**src/rtl/dma_cmd_sequencer_if.sv**
```systemverilog
// Command port and AXI4-Lite register bus between the DMA command sequencer and its environment.
// The master modport is the sequencer side; the slave modport is the command source plus register slave.
interface dma_cmd_sequencer_if;
    logic        cmd_valid;
    logic        cmd_ready;
    logic        cmd_dir;
    logic [31:0] cmd_addr;
    logic [25:0] cmd_len;
    logic        busy;
    logic        done;
    logic        err;

    logic [9:0]  s_axi_lite_awaddr;
    logic        s_axi_lite_awvalid;
    logic        s_axi_lite_awready;
    logic [31:0] s_axi_lite_wdata;
    logic        s_axi_lite_wvalid;
    logic        s_axi_lite_wready;
    logic [1:0]  s_axi_lite_bresp;
    logic        s_axi_lite_bvalid;
    logic        s_axi_lite_bready;
    logic [9:0]  s_axi_lite_araddr;
    logic        s_axi_lite_arvalid;
    logic        s_axi_lite_arready;
    logic [31:0] s_axi_lite_rdata;
    logic [1:0]  s_axi_lite_rresp;
    logic        s_axi_lite_rvalid;
    logic        s_axi_lite_rready;

    modport master (
        input  cmd_valid, cmd_dir, cmd_addr, cmd_len,
        output cmd_ready, busy, done, err,
        output s_axi_lite_awaddr, s_axi_lite_awvalid,
        input  s_axi_lite_awready,
        output s_axi_lite_wdata, s_axi_lite_wvalid,
        input  s_axi_lite_wready,
        input  s_axi_lite_bresp, s_axi_lite_bvalid,
        output s_axi_lite_bready,
        output s_axi_lite_araddr, s_axi_lite_arvalid,
        input  s_axi_lite_arready,
        input  s_axi_lite_rdata, s_axi_lite_rresp, s_axi_lite_rvalid,
        output s_axi_lite_rready
    );

    modport slave (
        output cmd_valid, cmd_dir, cmd_addr, cmd_len,
        input  cmd_ready, busy, done, err,
        input  s_axi_lite_awaddr, s_axi_lite_awvalid,
        output s_axi_lite_awready,
        input  s_axi_lite_wdata, s_axi_lite_wvalid,
        output s_axi_lite_wready,
        output s_axi_lite_bresp, s_axi_lite_bvalid,
        input  s_axi_lite_bready,
        input  s_axi_lite_araddr, s_axi_lite_arvalid,
        output s_axi_lite_arready,
        output s_axi_lite_rdata, s_axi_lite_rresp, s_axi_lite_rvalid,
        input  s_axi_lite_rready
    );
endinterface

```
**src/rtl/dma_cmd_sequencer.sv**
```systemverilog
// Programs an AXI DMA channel (CR, SA/DA, LEN) over AXI4-Lite, then polls SR every POLL_GAP cycles until halt/idle or error.
// One register transaction in flight at a time; any slave ready may stall indefinitely with address/data held stable.
module dma_cmd_sequencer #(
    parameter int POLL_GAP = 10
) (
    input  logic               clk,
    input  logic               rst,
    dma_cmd_sequencer_if.master bus
);

    localparam int GAP_W = (POLL_GAP > 1) ? $clog2(POLL_GAP) : 1;
    localparam logic [GAP_W-1:0] GAP_LAST = GAP_W'(POLL_GAP - 1);

    typedef enum logic [2:0] {
        IDLE, WR_CR, WR_ADDR, WR_LEN, RD_SR, WAIT_GAP, FINISH
    } state_t;

    state_t      r_state;
    state_t      w_state_nxt;

    logic        r_dir;
    logic [31:0] r_addr;
    logic [25:0] r_len;

    logic        r_awvalid;
    logic        r_wvalid;
    logic        r_bready;
    logic        r_aw_done;
    logic        r_w_done;
    logic [9:0]  r_awaddr;
    logic [31:0] r_wdata;
    logic        r_arvalid;
    logic        r_rready;
    logic [9:0]  r_araddr;
    logic        r_err;
    logic [GAP_W-1:0] r_gap_cnt;

    logic        w_accept;
    logic        w_err_set;
    logic        w_wr_start;
    logic        w_rd_start;
    logic        w_b_done;
    logic        w_r_done;
    logic        w_aw_fin;
    logic        w_w_fin;
    logic        w_dir_sel;
    logic        w_sr_err;
    logic        w_sr_halt;
    logic [9:0]  w_wr_addr;
    logic [31:0] w_wr_data;
    logic [9:0]  w_sr_addr;
    logic        w_unused;

    assign w_b_done  = r_bready & bus.s_axi_lite_bvalid;
    assign w_r_done  = r_rready & bus.s_axi_lite_rvalid;
    assign w_aw_fin  = r_aw_done | (r_awvalid & bus.s_axi_lite_awready);
    assign w_w_fin   = r_w_done  | (r_wvalid  & bus.s_axi_lite_wready);
    // The CR write is set up in the same cycle the command is accepted, before r_dir is loaded.
    assign w_dir_sel = (r_state == IDLE) ? bus.cmd_dir : r_dir;
    assign w_sr_err  = (bus.s_axi_lite_rresp != 2'b00) | (|bus.s_axi_lite_rdata[6:4]);
    assign w_sr_halt = bus.s_axi_lite_rdata[1] | bus.s_axi_lite_rdata[0];
    assign w_sr_addr = r_dir ? 10'h034 : 10'h004;
    assign w_unused  = ^{bus.s_axi_lite_rdata[31:7], bus.s_axi_lite_rdata[3:2]};

    always_ff @(posedge clk) begin
        if (rst) r_state <= IDLE;
        else     r_state <= w_state_nxt;
    end

    always_comb begin
        w_state_nxt = r_state;
        w_accept    = 1'b0;
        w_err_set   = 1'b0;
        w_wr_start  = 1'b0;
        w_rd_start  = 1'b0;
        case (r_state)
            IDLE: begin
                if (bus.cmd_valid) begin
                    w_accept = 1'b1;
                    if (bus.cmd_len == 26'd0) begin
                        w_err_set = 1'b1;
                    end else begin
                        w_state_nxt = WR_CR;
                        w_wr_start  = 1'b1;
                    end
                end
            end
            WR_CR, WR_ADDR, WR_LEN: begin
                if (w_b_done) begin
                    if (bus.s_axi_lite_bresp != 2'b00) begin
                        w_state_nxt = IDLE;
                        w_err_set   = 1'b1;
                    end else if (r_state == WR_CR) begin
                        w_state_nxt = WR_ADDR;
                        w_wr_start  = 1'b1;
                    end else if (r_state == WR_ADDR) begin
                        w_state_nxt = WR_LEN;
                        w_wr_start  = 1'b1;
                    end else begin
                        w_state_nxt = RD_SR;
                        w_rd_start  = 1'b1;
                    end
                end
            end
            RD_SR: begin
                if (w_r_done) begin
                    if (w_sr_err) begin
                        w_state_nxt = IDLE;
                        w_err_set   = 1'b1;
                    end else if (w_sr_halt) begin
                        w_state_nxt = FINISH;
                    end else begin
                        w_state_nxt = WAIT_GAP;
                    end
                end
            end
            WAIT_GAP: begin
                if (r_gap_cnt == GAP_LAST) begin
                    w_state_nxt = RD_SR;
                    w_rd_start  = 1'b1;
                end
            end
            FINISH:  w_state_nxt = IDLE;
            default: w_state_nxt = IDLE;
        endcase
    end

    // LEN goes last: writing it is what kicks off the DMA engine.
    always_comb begin
        w_wr_addr = '0;
        w_wr_data = '0;
        case (w_state_nxt)
            WR_CR: begin
                w_wr_addr = w_dir_sel ? 10'h030 : 10'h000;
                w_wr_data = 32'h0000_0001;
            end
            WR_ADDR: begin
                w_wr_addr = w_dir_sel ? 10'h048 : 10'h018;
                w_wr_data = r_addr;
            end
            WR_LEN: begin
                w_wr_addr = w_dir_sel ? 10'h058 : 10'h028;
                w_wr_data = {6'b0, r_len};
            end
            default: begin
                w_wr_addr = '0;
                w_wr_data = '0;
            end
        endcase
    end

    always_ff @(posedge clk) begin
        if (rst) begin
            r_dir     <= 1'b0;
            r_addr    <= '0;
            r_len     <= '0;
            r_awvalid <= 1'b0;
            r_wvalid  <= 1'b0;
            r_bready  <= 1'b0;
            r_aw_done <= 1'b0;
            r_w_done  <= 1'b0;
            r_awaddr  <= '0;
            r_wdata   <= '0;
            r_arvalid <= 1'b0;
            r_rready  <= 1'b0;
            r_araddr  <= '0;
            r_err     <= 1'b0;
            r_gap_cnt <= '0;
        end else begin
            r_err <= w_err_set;
            if (w_accept) begin
                r_dir  <= bus.cmd_dir;
                r_addr <= bus.cmd_addr;
                r_len  <= bus.cmd_len;
            end
            if (r_awvalid && bus.s_axi_lite_awready) begin
                r_awvalid <= 1'b0;
                r_aw_done <= 1'b1;
            end
            if (r_wvalid && bus.s_axi_lite_wready) begin
                r_wvalid <= 1'b0;
                r_w_done <= 1'b1;
            end
            if (w_aw_fin && w_w_fin && !r_bready)
                r_bready <= 1'b1;
            if (w_b_done) begin
                r_bready  <= 1'b0;
                r_aw_done <= 1'b0;
                r_w_done  <= 1'b0;
            end
            if (w_wr_start) begin
                r_awvalid <= 1'b1;
                r_wvalid  <= 1'b1;
                r_awaddr  <= w_wr_addr;
                r_wdata   <= w_wr_data;
            end
            if (r_arvalid && bus.s_axi_lite_arready)
                r_arvalid <= 1'b0;
            if (w_r_done)
                r_rready <= 1'b0;
            if (w_rd_start) begin
                r_arvalid <= 1'b1;
                r_rready  <= 1'b1;
                r_araddr  <= w_sr_addr;
            end
            if (r_state == WAIT_GAP) r_gap_cnt <= r_gap_cnt + 1'b1;
            else                     r_gap_cnt <= '0;
        end
    end

    assign bus.cmd_ready          = (r_state == IDLE);
    assign bus.busy               = (r_state != IDLE);
    assign bus.done               = (r_state == FINISH);
    assign bus.err                = r_err;
    assign bus.s_axi_lite_awaddr  = r_awaddr;
    assign bus.s_axi_lite_awvalid = r_awvalid;
    assign bus.s_axi_lite_wdata   = r_wdata;
    assign bus.s_axi_lite_wvalid  = r_wvalid;
    assign bus.s_axi_lite_bready  = r_bready;
    assign bus.s_axi_lite_araddr  = r_araddr;
    assign bus.s_axi_lite_arvalid = r_arvalid;
    assign bus.s_axi_lite_rready  = r_rready;

endmodule

```
**src/flat_wrapper.sv**
```systemverilog
// flat-port wrapper written by rule: the top's interface ports become plain ports
module dma_cmd_sequencer_flat 
#(
    parameter int POLL_GAP = 10
)
  (clk, rst, bus_cmd_valid, bus_cmd_dir, bus_cmd_addr, bus_cmd_len, bus_cmd_ready, bus_busy, bus_done, bus_err, bus_s_axi_lite_awaddr, bus_s_axi_lite_awvalid, bus_s_axi_lite_awready, bus_s_axi_lite_wdata, bus_s_axi_lite_wvalid, bus_s_axi_lite_wready, bus_s_axi_lite_bresp, bus_s_axi_lite_bvalid, bus_s_axi_lite_bready, bus_s_axi_lite_araddr, bus_s_axi_lite_arvalid, bus_s_axi_lite_arready, bus_s_axi_lite_rdata, bus_s_axi_lite_rresp, bus_s_axi_lite_rvalid, bus_s_axi_lite_rready);
  dma_cmd_sequencer_if bus_i ();
  input  logic clk;
  input  logic rst;
  input wire logic [$bits(bus_i.cmd_valid)-1:0] bus_cmd_valid;
  input wire logic [$bits(bus_i.cmd_dir)-1:0] bus_cmd_dir;
  input wire logic [$bits(bus_i.cmd_addr)-1:0] bus_cmd_addr;
  input wire logic [$bits(bus_i.cmd_len)-1:0] bus_cmd_len;
  output wire logic [$bits(bus_i.cmd_ready)-1:0] bus_cmd_ready;
  output wire logic [$bits(bus_i.busy)-1:0] bus_busy;
  output wire logic [$bits(bus_i.done)-1:0] bus_done;
  output wire logic [$bits(bus_i.err)-1:0] bus_err;
  output wire logic [$bits(bus_i.s_axi_lite_awaddr)-1:0] bus_s_axi_lite_awaddr;
  output wire logic [$bits(bus_i.s_axi_lite_awvalid)-1:0] bus_s_axi_lite_awvalid;
  input wire logic [$bits(bus_i.s_axi_lite_awready)-1:0] bus_s_axi_lite_awready;
  output wire logic [$bits(bus_i.s_axi_lite_wdata)-1:0] bus_s_axi_lite_wdata;
  output wire logic [$bits(bus_i.s_axi_lite_wvalid)-1:0] bus_s_axi_lite_wvalid;
  input wire logic [$bits(bus_i.s_axi_lite_wready)-1:0] bus_s_axi_lite_wready;
  input wire logic [$bits(bus_i.s_axi_lite_bresp)-1:0] bus_s_axi_lite_bresp;
  input wire logic [$bits(bus_i.s_axi_lite_bvalid)-1:0] bus_s_axi_lite_bvalid;
  output wire logic [$bits(bus_i.s_axi_lite_bready)-1:0] bus_s_axi_lite_bready;
  output wire logic [$bits(bus_i.s_axi_lite_araddr)-1:0] bus_s_axi_lite_araddr;
  output wire logic [$bits(bus_i.s_axi_lite_arvalid)-1:0] bus_s_axi_lite_arvalid;
  input wire logic [$bits(bus_i.s_axi_lite_arready)-1:0] bus_s_axi_lite_arready;
  input wire logic [$bits(bus_i.s_axi_lite_rdata)-1:0] bus_s_axi_lite_rdata;
  input wire logic [$bits(bus_i.s_axi_lite_rresp)-1:0] bus_s_axi_lite_rresp;
  input wire logic [$bits(bus_i.s_axi_lite_rvalid)-1:0] bus_s_axi_lite_rvalid;
  output wire logic [$bits(bus_i.s_axi_lite_rready)-1:0] bus_s_axi_lite_rready;
  assign bus_i.cmd_valid = bus_cmd_valid;
  assign bus_i.cmd_dir = bus_cmd_dir;
  assign bus_i.cmd_addr = bus_cmd_addr;
  assign bus_i.cmd_len = bus_cmd_len;
  assign bus_cmd_ready = bus_i.cmd_ready;
  assign bus_busy = bus_i.busy;
  assign bus_done = bus_i.done;
  assign bus_err = bus_i.err;
  assign bus_s_axi_lite_awaddr = bus_i.s_axi_lite_awaddr;
  assign bus_s_axi_lite_awvalid = bus_i.s_axi_lite_awvalid;
  assign bus_i.s_axi_lite_awready = bus_s_axi_lite_awready;
  assign bus_s_axi_lite_wdata = bus_i.s_axi_lite_wdata;
  assign bus_s_axi_lite_wvalid = bus_i.s_axi_lite_wvalid;
  assign bus_i.s_axi_lite_wready = bus_s_axi_lite_wready;
  assign bus_i.s_axi_lite_bresp = bus_s_axi_lite_bresp;
  assign bus_i.s_axi_lite_bvalid = bus_s_axi_lite_bvalid;
  assign bus_s_axi_lite_bready = bus_i.s_axi_lite_bready;
  assign bus_s_axi_lite_araddr = bus_i.s_axi_lite_araddr;
  assign bus_s_axi_lite_arvalid = bus_i.s_axi_lite_arvalid;
  assign bus_i.s_axi_lite_arready = bus_s_axi_lite_arready;
  assign bus_i.s_axi_lite_rdata = bus_s_axi_lite_rdata;
  assign bus_i.s_axi_lite_rresp = bus_s_axi_lite_rresp;
  assign bus_i.s_axi_lite_rvalid = bus_s_axi_lite_rvalid;
  assign bus_s_axi_lite_rready = bus_i.s_axi_lite_rready;
  dma_cmd_sequencer #(.POLL_GAP(POLL_GAP)) u_core (.clk(clk), .rst(rst), .bus(bus_i));
endmodule
```
**config.mk**
```make
export PLATFORM = sky130hd
export DESIGN_NAME = dma_cmd_sequencer_flat
export DESIGN_NICKNAME = d
export VERILOG_FILES = /design/src/rtl/dma_cmd_sequencer_if.sv /design/src/rtl/dma_cmd_sequencer.sv /design/src/flat_wrapper.sv
export SDC_FILE = /design/constraint.sdc
export NUM_CORES = 1
export LEC_CHECK = 0
export CAP_MARGIN = 40
export CORE_MARGIN = 3
export CORE_UTILIZATION = 46
export CTS_BUF_LIST = sky130_fd_sc_hd__clkbuf_8
export DETAILED_ROUTE_END_ITERATION = 6
export GPL_TIMING_DRIVEN = 0
export PLACE_DENSITY_LB_ADDON = 0.08
export SYNTH_ARGS = -nofsm -noshare
export SYNTH_HDL_FRONTEND = slang
export SYNTH_SLANG_ARGS = --single-unit
```
**constraint.sdc**
```tcl
create_clock -name clk -period 2.6 [get_ports clk]
set_input_delay 0.52 -clock clk [delete_from_list [all_inputs] [get_ports clk]]
set_output_delay 0.52 -clock clk [all_outputs]
set_load 0.02 [all_outputs]
```
-- Word level (Yosys, flattened, before mapping)
Index checks and enable logic that the tools add are counted.
- register bits: 126
- latch bits: 0
- memories kept: 0
- input bits: 103
- output and inout port bits: 61
- ROM bits: 0
- RAM bits: 0
- magnitude comparators: 0
- shift operators: 0
- $mul: 0
- div/mod/pow operators: 0
- equal/unequal tests: 10
- reduce and logical (&&, ||, !) cells: 19
- $add $sub $neg: 1
- mux-type cells: 48
- bitwise gates (word level): 9
- operators with widths (kind ; count):
    32-bit one-hot mux with 3 select lines ; 1
    10-bit one-hot mux with 3 select lines ; 1
    1-bit two-way mux ; 28
    3-bit two-way mux ; 9
    26-bit logical NOT ; 1
    7-bit two-way mux ; 2
    3-bit by 2-bit == test with 1-bit output, second input constant ; 4
    6-bit two-way mux ; 2
    3-bit one-hot mux with 4 select lines ; 1
    2-bit nonzero test ; 6
    3-bit == test, second input constant ; 3
    3-bit by 1-bit == test with 1-bit output, second input constant ; 2
    3-bit OR reduction ; 2
    1-bit logical AND ; 5
    4-bit by 1-bit adder with 4-bit output, second input constant ; 1
    1-bit bitwise AND ; 4
    4-bit == test, second input constant ; 1
    1-bit OR ; 4
    1-bit one-hot mux with 2 select lines ; 2
    2-bit OR reduction ; 2
    3-bit logical NOT ; 1
    1-bit one-hot mux with 3 select lines ; 1
    3-bit nonzero test ; 1
    2-bit two-way mux ; 1
    2 further kinds ; 2

-- Depth between registers and ports, before layout
- depth after elaboration: 8
- gate-level depth with buffers: 10

-- Least setup slack after synthesis
OpenSTA, ideal clock, no wires.
- kind: register to register
- from: reg u_core.r_state[1]
- to: reg u_core.r_wdata[18], in the netlist u_core.bus.s_axi_lite_wdata[18]
- period minus slack after synthesis: 2.117 ns
- setup slack: 0.483 ns
- data arrival time: 1.985 ns
- stages on the path, launching flop included: 11
- data required time: 2.468 ns
- library setup time: 0.132 ns
- path through: dfxtp_1 > buf_2 > nor3_2 > and2_1 > buf_4 > o21ai_4 > and2_1 > buf_2 > buf_2 > a221oi_1 > nor3_1
- RTL lines (what ; RTL line ; source):
    from (decl) ; dma_cmd_sequencer.sv:18 ; state_t r_state;
    from (signal assigned) ; dma_cmd_sequencer.sv:67 ; else r_state <= w_state_nxt;
    3-bit logical NOT * ; n/a ;
    via bus_cmd_ready ; flat_wrapper.sv:14 ; output wire logic [$bits(bus_i.cmd_ready)-1:0] bus_cmd_ready;
    3-bit one-hot mux with 4 select lines ; dma_cmd_sequencer.sv:76 ; case (r_state)
    3-bit by 2-bit == test with 1-bit output / 3-bit by 1-bit == test with 1-bit output (equally long branches) ; dma_cmd_sequencer.sv:132 ; case (w_state_nxt)
    32-bit one-hot mux with 3 select lines ; dma_cmd_sequencer.sv:132 ;
    to (signal assigned) ; dma_cmd_sequencer.sv:195 ; r_wdata <= w_wr_data;
    to (decl) ; dma_cmd_sequencer.sv:31 ; logic [31:0] r_wdata;
Mark *: on every way through the listed nets, which the timed path passes. The rest lies on a longest branch.
A chain may end at the register's enable or synchronous reset.

-- Worst setup path after layout
- from: in bus_cmd_len[14]
- to: reg u_core.r_wdata[23], in the netlist u_core.bus.s_axi_lite_wdata[23]
- cells in the longest elaborated chain, start to end: 6
- ends and longest elaborated chain (what ; RTL line ; source):
    from (decl) ; flat_wrapper.sv:13 ; input wire logic [$bits(bus_i.cmd_len)-1:0] bus_cmd_len;
    26-bit logical NOT * ; dma_cmd_sequencer.sv:80 ; if (bus.cmd_len == 26'd0) begin
    3-bit two-way mux ; dma_cmd_sequencer.sv:80 ;
    3-bit two-way mux ; dma_cmd_sequencer.sv:78 ; if (bus.cmd_valid) begin
    3-bit one-hot mux with 4 select lines ; dma_cmd_sequencer.sv:76 ;
    3-bit by 2-bit == test with 1-bit output / 3-bit by 1-bit == test with 1-bit output (equally long branches) ; dma_cmd_sequencer.sv:132 ;
    32-bit one-hot mux with 3 select lines ; dma_cmd_sequencer.sv:132 ;
Every way passes the cells marked *; elsewhere a longest branch is shown, timed or not.

==> impl_metrics.tcl <==
set metrics [dict create \
    critPathKind "primary input to flip-flop" \
    synthCells 550 \
    overflow 0 \
    hp-class "flip-flop to flip-flop" \
    htreeDepth 3 \
    max_slew.worst_pin.slew_ps 742 \
    fp.dieH_um 105 \
    crit_required_ps 2850 \
    dr_total_vias 4398 \
    drt_first_pass_iters 7 \
    io_buffers 122 \
    netlist.area_leader.share 0.498 \
    die_width_um 105 \
    io_pins 164 \
    drive_gt1_frac 0.0798 \
    clock_latency_ps 370 \
    status "finished clean" \
    dpl.hpwl_mm 9.68 \
    critPathLaunchType "primary input" \
    gp_congestion 0.888 \
    ant_nets 0 \
    synth_edf_count 0 \
    final_core_util 0.658 \
    clock_path_buffers 2 \
    antennaDiodeCount 0 \
    clockRootBuffer "clkbuf_8" \
    post-synth-top-count-cell "nand2_1" \
    cts_buffers 9 \
    fin_nets 802 \
    ys.flop_type "dfxtp_1" \
    cts_sinks 112 \
    row_count 35 \
    ys_ff_latch 112 \
    area_delta_synth_final_pct 36.9 \
    p_per_area_nw_per_um2 567 \
    drcViolationCount 0 \
    synth_area_leader_cell "dfxtp_1" \
    use_met3 0.0599 \
    path_max_fanout 10 \
    post-route-period-util 0.969 \
    wire_per_inst_um 15.6 \
    slew_headroom 0.500 \
    power_w 0.00350 \
    max_freq_mhz 397 \
    dr.first_iter.drc_count 186 \
    yosys_warnings 0 \
    grt_use_met1 0.317 \
    grt.busiest_layer "met2" \
    grt_max_degree 19 \
    min_period_ps 2520 \
    first_global_vias 4244 \
    initial_core_util 0.481 \
    ys_top_cells_by_count "nand2_1, dfxtp_1, a21oi_1, nor2_1, nor3_1" \
    async_flop_share 0 \
    final_cells 831 \
    seq_area_um2 2240 \
    synthTopCellsByArea "dfxtp_1, nand2_1, a21oi_1, a221oi_1, nor2_1" \
    rsz0062_at_grt "yes" \
    p_leak_nw 2.31 \
    routed_wl_mm 12.9 \
    ir_drop_mv 0.342 \
    tritoncts "yes" \
    core_area_um2 9370 \
    slew_violations 0 \
    setup_viol 0 \
    dieArea_um2 11000 \
    worst_setup_path_end_kind "flip-flop" \
    clk_pin_slew_ps 100 \
    synthDistinctLibCells 44 \
    synth_area_um2 4510 \
    cap_violations 0 \
    whs_ps 459 \
    skew_ps 11.0 \
    fillers 843 \
    placedCellCount 814 \
    worstPathArrival_ps 2770 \
    syn_avg_cell_area_um2 8.19 \
    gr-usage-met2 0.379 \
    vias_per_cell 5.29 \
    track_usage 0.236 \
    yosysSeqAreaShare 0.498 \
    finalHoldViolations 0 \
    totalNegativeSetupSlack_ps 0 \
    multi_input_area_um2 2040 \
    grt_pass1_wl_mm 21.0 \
    antenna_found_initial 0 \
]
-- state kept, by name, indices dropped and copies added, names as in the netlist --
signal and flops:
u_core.bus.err 1, u_core.bus.s_axi_lite_wdata 32, u_core.bus.s_axi_lite_awvalid 1, u_core.bus.s_axi_lite_araddr 2, u_core.r_dir 1, u_core.bus.s_axi_lite_bready 1
u_core.bus.s_axi_lite_rready 1, u_core.r_gap_cnt 4, u_core.r_aw_done 1, u_core.r_state 3, u_core.r_w_done 1, u_core.r_addr 32
u_core.bus.s_axi_lite_awaddr 4, u_core.bus.s_axi_lite_arvalid 1, u_core.r_len 26, u_core.bus.s_axi_lite_wvalid 1
-- cells in the final DEF, fill, tap and decap left out, types with 2 or more instances in the layout --
cell,count
a31oi_1,2
clkbuf_1,24
conb_1,13
inv_6,2
and3_1,2
or3_1,2
nand3_1,4
clkbuf_2,2
nand2b_1,8
and2_1,3
clkbuf_8,9
nor2b_1,2
dfxtp_1,112
nor4_1,6
clkinv_2,2
o21ai_0,4
nand3b_1,2
nand4_1,4
buf_2,9
nand2_1,127
buf_4,19
ha_1,2
a211oi_1,4
nor2_1,52
nor3_1,31
clkdlybuf4s50_1,122
a21oi_1,70
inv_1,5
a221oi_1,26
and2b_1,2
a32oi_1,6
-- power breakdown --
part           internal [W]  total [W]  switching [W]
Combinational      0.000281   0.000603       0.000322
Sequential          0.00181    0.00186      0.0000529
Clock              0.000448    0.00103       0.000586
Total               0.00254    0.00350       0.000961
-- worst max-delay path, stage by stage --
cell	delay (ps)
clkdlybuf4s50_1	450
nor4_1	390
nand3_1	240
o21ai_4	240
buf_4	170
a31oi_4	140
buf_4	220
a221oi_1	300
nor3_1	90
-- what timing repair did --
item,in CTS,in global routing
gates cloned,0,0
pin swaps,0,2
endpoints found under the setup margin,7,27
gates resized for setup,2,7
hold buffers,0,0
buffers inserted,0,1
-- cell families (layout without fill, tap and decap cells) --
| group | after synthesis | after routing | share of synthesized area |
|---|---|---|---|
| other | 1 | 13 | 0.000832 |
| adder cells (fa/ha/maj) | 2 | 2 | 0.00555 |
| flip-flops | 112 | 112 | 0.498 |
| XOR/XNOR | 2 | 2 | 0.00389 |
| multiplexers | 3 | 3 | 0.00805 |
| AND/OR/NAND/NOR | 251 | 251 | 0.243 |
| AO/OA/AOI/OAI | 121 | 121 | 0.175 |
| buffers and inverters | 58 | 198 | 0.0658 |
-- final timing paths --
kind / end / slack (ps) / cells after the start / startpoint
worst max register to register: u_core.bus.s_axi_lite_wdata[8] / 290 / 10 / u_core.r_state[1]
worst max-delay path: u_core.bus.s_axi_lite_wdata[23] / 80 / 9 / bus_cmd_len[14]
worst min-delay path: u_core.r_len[3] / 460 / 2 / u_core.r_len[3]
worst min register to register: u_core.r_len[3] / 460 / 2 / u_core.r_len[3]
-- layout make-up --
| class | instances | share of cell area |
|---|---|---|
| plain buffers | 54 | 0.0464 |
| clock buffers | 9 | 0.0201 |
| clock inverters | 7 | 0.0114 |
| inverters | 4 | 0.00243 |
| multi-input cells | 392 | 0.330 |
| flip-flops and latches | 112 | 0.363 |
| well taps | 129 | 0.0262 |
| repair buffers | 124 | 0.200 |
-- per-stage QoR --
| stage | setup WS, ps | area, um^2 |
|---|---|---|
| 3_5_place_dp | -399 | 5940 |
| 5_1_grt | -9.58 | 6170 |
| 4_1_cts | 90.9 | 6140 |
| 6_report | 80.9 | 6170 |
| 2_1_floorplan | 483 | 4550 |
| 3_3_place_gp | -348 | 5930 |
-- metal layers --
layer | vias to the layer above | part of all wire | wire (um)
met1 | 1996 | 0.43 | 5590
met4 | 0 | 0.016 | 204
met3 | 21 | 0.090 | 1170
li1 | 2170 | - | -
met5 | - | 0 | 0
met2 | 211 | 0.46 | 5990
Power figures use the tool's default switching activity.
==> patch 1: new RTL, same settings <==
Reset style: asynchronous (`rst`), changed in 2 clocked blocks.
--- a/src/rtl/dma_cmd_sequencer.sv
+++ b/src/rtl/dma_cmd_sequencer.sv
@@ -62,7 +62,7 @@
     assign w_sr_addr = r_dir ? 10'h034 : 10'h004;
     assign w_unused  = ^{bus.s_axi_lite_rdata[31:7], bus.s_axi_lite_rdata[3:2]};
 
-    always_ff @(posedge clk) begin
+    always_ff @(posedge clk or posedge rst) begin
         if (rst) r_state <= IDLE;
         else     r_state <= w_state_nxt;
     end
@@ -149,7 +149,7 @@
         endcase
     end
 
-    always_ff @(posedge clk) begin
+    always_ff @(posedge clk or posedge rst) begin
         if (rst) begin
             r_dir     <= 1'b0;
             r_addr    <= '0;
Function: differs if rst is asserted again (counterexample within 4 cycles, from zero or initial values and one cycle with rst high); with rst held inactive, the same outputs for 10 cycles.
==> patch 1 against the unedited design <==
- sequential cell count unchanged
- highest routed layer unchanged
- setup slack got worse by 20 ps
- sequential share of layout area increased by 6.4 points
- largest cell class unchanged
- routed wire length decreased by 12%
- utilization decreased by 0.33 points
- cell area increased by 6.2%
- synthesized area increased by 7.1%
- critical endpoint is now u_core.bus.s_axi_lite_wdata[5]$_DFFE_PP0P_
- first-iteration DRC count decreased by 19%
- die area increased by 6.7%
Power is not compared: it rests on default switching activity, and its combinational part moved more than twofold at a synthesized area within 25%.
==> patch 1: results (changes against the unedited design) <==
| Metric | Value |
|---|---|
| Run status | `finished, final reports clean` |
| NonClk Buf Share | `23.01% (-1.6 points)` |
| PnR worst setup slack | `61.25 ps (-19.64 ps)` |
| DR pass1 iterations | `4 (-3)` |
| Worst Clk Skew | `7.498 ps (-3.459 ps)` |
| DR WL met2 | `5329 um (-11%)` |
| Footprint of the multi-input gates | `0.001841 sq mm (-9.7%)` |
| Synth cell types | `41 (-6.8%)` |
| Hold Crit Start | `u_core.bus.s_axi_lite_awaddr[3]$_DFFE_PP0P_` |
| WL met1 | `5109 um (-8.6%)` |
| Final Wtd Congestion | `0.8108 (-8.7%)` |
| IO Port Bufs | `123 (+0.82%)` |
| Fin nets | `648 (-19%)` |
| Non-clock buffers | `159 (-11%)` |
| Reg2reg setup slack | `350 ps (+60 ps)` |
| Top delay family on crit path | `compound AO/OA/AOI/OAI gates` |
| Worst path arrival time | `2780 ps (about the same)` |
| Worst hold slack | `483.0 ps (+23.67 ps)` |
| First-pass GRT wire length | `18310 um (-13%)` |
| Routed wl met3 | `713 um (-39%)` |
| Sequential area share after synthesis | `58.06% (+8.3 points)` |
| FFs w/ async S/R, synth | `100.0% (+100 points)` |
| Worst R2R Path Depth | `8 (-2)` |
| FF/Latch Area | `0.002803 sq mm (+25%)` |
| Total Routing Usage GR | `20.07% (-3.6 points)` |
| Top cells by count, synth | `112 x dfrtp_1, 66 x nor2_1, 59 x mux2_2` |
| Worst Max-Slew Pin Slew | `672.0 ps (-70.00 ps)` |
| Critical path capture point | `u_core.bus.s_axi_lite_wdata[5]$_DFFE_PP0P_` |
| Final clock-cell share | `2.998% (-0.14 points)` |
| Layout cells sized above 1 | `22.39% (+14 points)` |
| Synth top area cells | `dfrtp_1 58%, mux2_2 14%, nor2_1 5.1%` |
| Hold-critical path endpoint | `u_core.bus.s_axi_lite_awaddr[3]$_DFFE_PP0P_` |
| Most used DFF post-synth | `dfrtp_1` |
| Largest net degree at the start of global routing | `39 (+20)` |
| Met2 Use GR | `32.61% (-5.2 points)` |
| Worst r2r src | `u_core.r_state[1]$_DFF_PP0_` |
| Worst-skew pair later-pin latency | `350 ps (-20 ps)` |
| Dpl hpwl | `8468 um (-12%)` |
| Vias | `3519 (-20%)` |
| Place WS | `-348.3 ps (+50.57 ps)` |
## patch 1: metrics by stage
stage          power [W]  util (%)  cells  cell area, sq um
2_1_floorplan   0.003882         -    406              4876
3_3_place_gp    0.004632     62.74    662              6274
3_5_place_dp    0.004736     63.34    665              6334
4_1_cts         0.005811     65.35    678              6535
5_1_grt         0.006091     65.52    678              6551
6_report        0.005750     65.52    678              6551
## patch 1: cells by family after synthesis
logic type | share of synthesized area (%)
adders and majority gates | 0.5183
AOI/OAI and AO/OA | 11.28
buffers and inverters | 5.158
DFF | 58.06
and+or+nand+nor | 10.58
muxes | 13.97
xor gates and xnor gates | 0.3629
other | 0.07769
## patch 1: worst register-to-register path: stages (launching register included)
cell	delay [ps]
dfrtp_1	370
buf_4	160
and2b_1	280
nor2_1	70
or3_1	440
and2_1	240
clkbuf_2	220
a221oi_1	280
nor2_1	80
## patch 1: timing repair
action | CTS | global route
buffers inserted | 0 | 0
setup endpoints to repair | 1 | 26
gates resized for setup | 1 | 6
==> patch 2: new RTL, config.mk and constraints unchanged <==
Without the edit above. `POLL_GAP` is set to 10 in 2 places; all go to 12.
--- a/src/rtl/dma_cmd_sequencer.sv
+++ b/src/rtl/dma_cmd_sequencer.sv
@@ -1,7 +1,7 @@
 // Programs an AXI DMA channel (CR, SA/DA, LEN) over AXI4-Lite, then polls SR every POLL_GAP cycles until halt/idle or error.
 // One register transaction in flight at a time; any slave ready may stall indefinitely with address/data held stable.
 module dma_cmd_sequencer #(
-    parameter int POLL_GAP = 10
+    parameter int POLL_GAP = 12
 ) (
     input  logic               clk,
     input  logic               rst,
--- a/src/flat_wrapper.sv
+++ b/src/flat_wrapper.sv
@@ -1,7 +1,7 @@
 // flat-port wrapper written by rule: the top's interface ports become plain ports
 module dma_cmd_sequencer_flat 
 #(
-    parameter int POLL_GAP = 10
+    parameter int POLL_GAP = 12
 )
   (clk, rst, bus_cmd_valid, bus_cmd_dir, bus_cmd_addr, bus_cmd_len, bus_cmd_ready, bus_busy, bus_done, bus_err, bus_s_axi_lite_awaddr, bus_s_axi_lite_awvalid, bus_s_axi_lite_awready, bus_s_axi_lite_wdata, bus_s_axi_lite_wvalid, bus_s_axi_lite_wready, bus_s_axi_lite_bresp, bus_s_axi_lite_bvalid, bus_s_axi_lite_bready, bus_s_axi_lite_araddr, bus_s_axi_lite_arvalid, bus_s_axi_lite_arready, bus_s_axi_lite_rdata, bus_s_axi_lite_rresp, bus_s_axi_lite_rvalid, bus_s_axi_lite_rready);
   dma_cmd_sequencer_if bus_i ();
Formal check against the unedited RTL: same outputs for any inputs over 10 cycles, from zero or initial values and one cycle with rst high; that may be too few to reach the edited logic, so the function may still have changed.
==> patch 2 against the unedited design <==
- first-iteration DRC count up 27%
- routed wire length down 1.3%
- sequential cell count unchanged
- synthesized cell count down 0.55%
- synthesized area up 5.5%
- power up 2.0%
- fmax up 3.0%
- non-clock buffer count down 3
- cell area up 3.6%
- setup slack better by 74 ps
==> patch 2: results (changes against the unedited design) <==
| Metric | Value |
|---|---|
| Fin nets | `796 (-0.75%)` |
| Dpl hpwl | `9641 um (-0.37%)` |
| Hold Crit Start | `u_core.r_gap_cnt[0]$_SDFF_PP0_` |
| Hold depth | `1 (-1)` |
| VDD IR max | `0.0004601 V (+34%)` |
| Synth top area cells | `dfxtp_1 47%, nand2_1 10%, a21oi_1 7.6%` |
| Worst-skew pair later-pin latency | `370 ps (about the same)` |
| Worst r2r src | `u_core.r_state[0]$_SDFF_PP0_` |
| Static leakage | `2.397 nW (+3.6%)` |
| Post-Syn Instances | `547 (-0.55%)` |
| DR pass1 iterations | `5 (-2)` |
| 1st-iter DRT viols | `236 (+27%)` |
| Worst Clk Skew | `10.88 ps (-0.07980 ps)` |
| Worst Max-Slew Pin Slew | `836.8 ps (+94.78 ps)` |
| Top delay family on crit path | `simple AND/OR/NAND/NOR gates` |
| Total Routing Usage GR | `22.18% (-1.5 points)` |
| Sequential area share after synthesis | `47.15% (-2.6 points)` |
| Top cells by count, synth | `128 x nand2_1, 112 x dfxtp_1, 72 x a21oi_1` |
| Vias in the first global route | `4127 (-2.8%)` |
| Layout cells sized above 1 | `13.77% (+5.8 points)` |
| Post-DR wirelength/cell | `15.40 um (-1.2%)` |
| Worst path arrival time | `2690 ps (-80 ps)` |
| Critical path capture point | `u_core.bus.s_axi_lite_wdata[14]$_SDFFE_PP0P_` |
| Run status | `finished, final reports clean` |
| Worst R2R Path Depth | `6 (-4)` |
| First-pass GRT wire length | `20280 um (-3.4%)` |
| Vias | `4323 (-1.7%)` |
| Total Wirelength | `12780 um (-1.3%)` |
| Placed cell area | `0.006188 sq mm (+4.2%)` |
| Net switching power | `0.0009892 W (+3.0%)` |
| Synth cell types | `47 (+6.8%)` |
| Crit. Startpoint | `bus_cmd_len[6]` |
==> patch 2: cell count changes after synthesis, sizes merged, moves of 3 or more <==
cell,before,now
a21oi,72,75
a22oi,1,6
nand4,4,1
a32oi,6,0
==> patch 2: repair_timing <==
action | CTS | global route
buffers inserted | 0 | 0
endpoints found under the setup margin | 0 | 7
gates resized for setup | 0 | 0
hold buffers | 0 | 0
==> patch 2: layout make-up <==
type / instances / area, sq um
multi-input cells: 389 / 2223
clock inverters: 6 / 67.56
inverters: 5 / 18.77
repair buffers: 122 / 1221
clock buffers: 10 / 137.6
well taps: 133 / 166.4
plain buffers: 53 / 316.6
fillers: 923 / 3516
flip-flops and latches: 112 / 2242
==> patch 2: routing by layer <==
metal  wire length [um]  GRT usage, %
met1               5623         28.96
met2               6135         37.52
met3                886         5.339
met4                138         4.328
met5                  0             0
==> patch 2: kinds of logic after synthesis <==
logic type      Yosys count  share of synthesized area [%]
fa+ha+maj                 1                         0.2630
mux                       2                         0.4472
buf+inv                  58                          7.051
xor+xnor                  2                         0.3684
flops                   112                          47.15
compound gates          123                          19.76
simple gates            248                          24.89
other cells               1                        0.07885
==> patch 2: worst min-delay path by stage <==
stage	to	slack (ps)
after floorplan	u_core.r_gap_cnt[0]$_SDFF_PP0_	420
after global placement	u_core.r_gap_cnt[0]$_SDFF_PP0_	430
after detailed placement	u_core.r_gap_cnt[0]$_SDFF_PP0_	440
after CTS	u_core.r_gap_cnt[0]$_SDFF_PP0_	460
after global routing	u_core.r_gap_cnt[0]$_SDFF_PP0_	490
final	u_core.r_gap_cnt[0]$_SDFF_PP0_	450
==> patch 2: worst reg2reg max path, stage by stage, from the launching register on <==
cell and delay, ps:
dfxtp_1 460, nor2b_1 280, nand3_1 160, a21oi_2 540
buf_2 430, a221oi_2 150, nor3_2 160
==> patch 2: power by group through the flow <==
stage / combinational (W) / sequential [W] / clock [W]
2_1_floorplan: 0.000309 / 0.00194 / 0
3_3_place_gp: 0.000616 / 0.00190 / 0
3_5_place_dp: 0.000624 / 0.00191 / 0
4_1_cts: 0.000626 / 0.00187 / 0.00109
5_1_grt: 0.000681 / 0.00188 / 0.00115
6_report: 0.000625 / 0.00187 / 0.00108
==> patch 2: metrics by stage <==
step	util (%)	hold WS [ps]	worst slack, ps
final	64.52	454.8	154.9
after global routing	64.52	485.4	16.62
after CTS	64.52	460.5	136.8
after detailed placement	62.45	438.0	-270.6
after global placement	62.45	427.1	-211.5
after floorplan	-	417.9	569.1
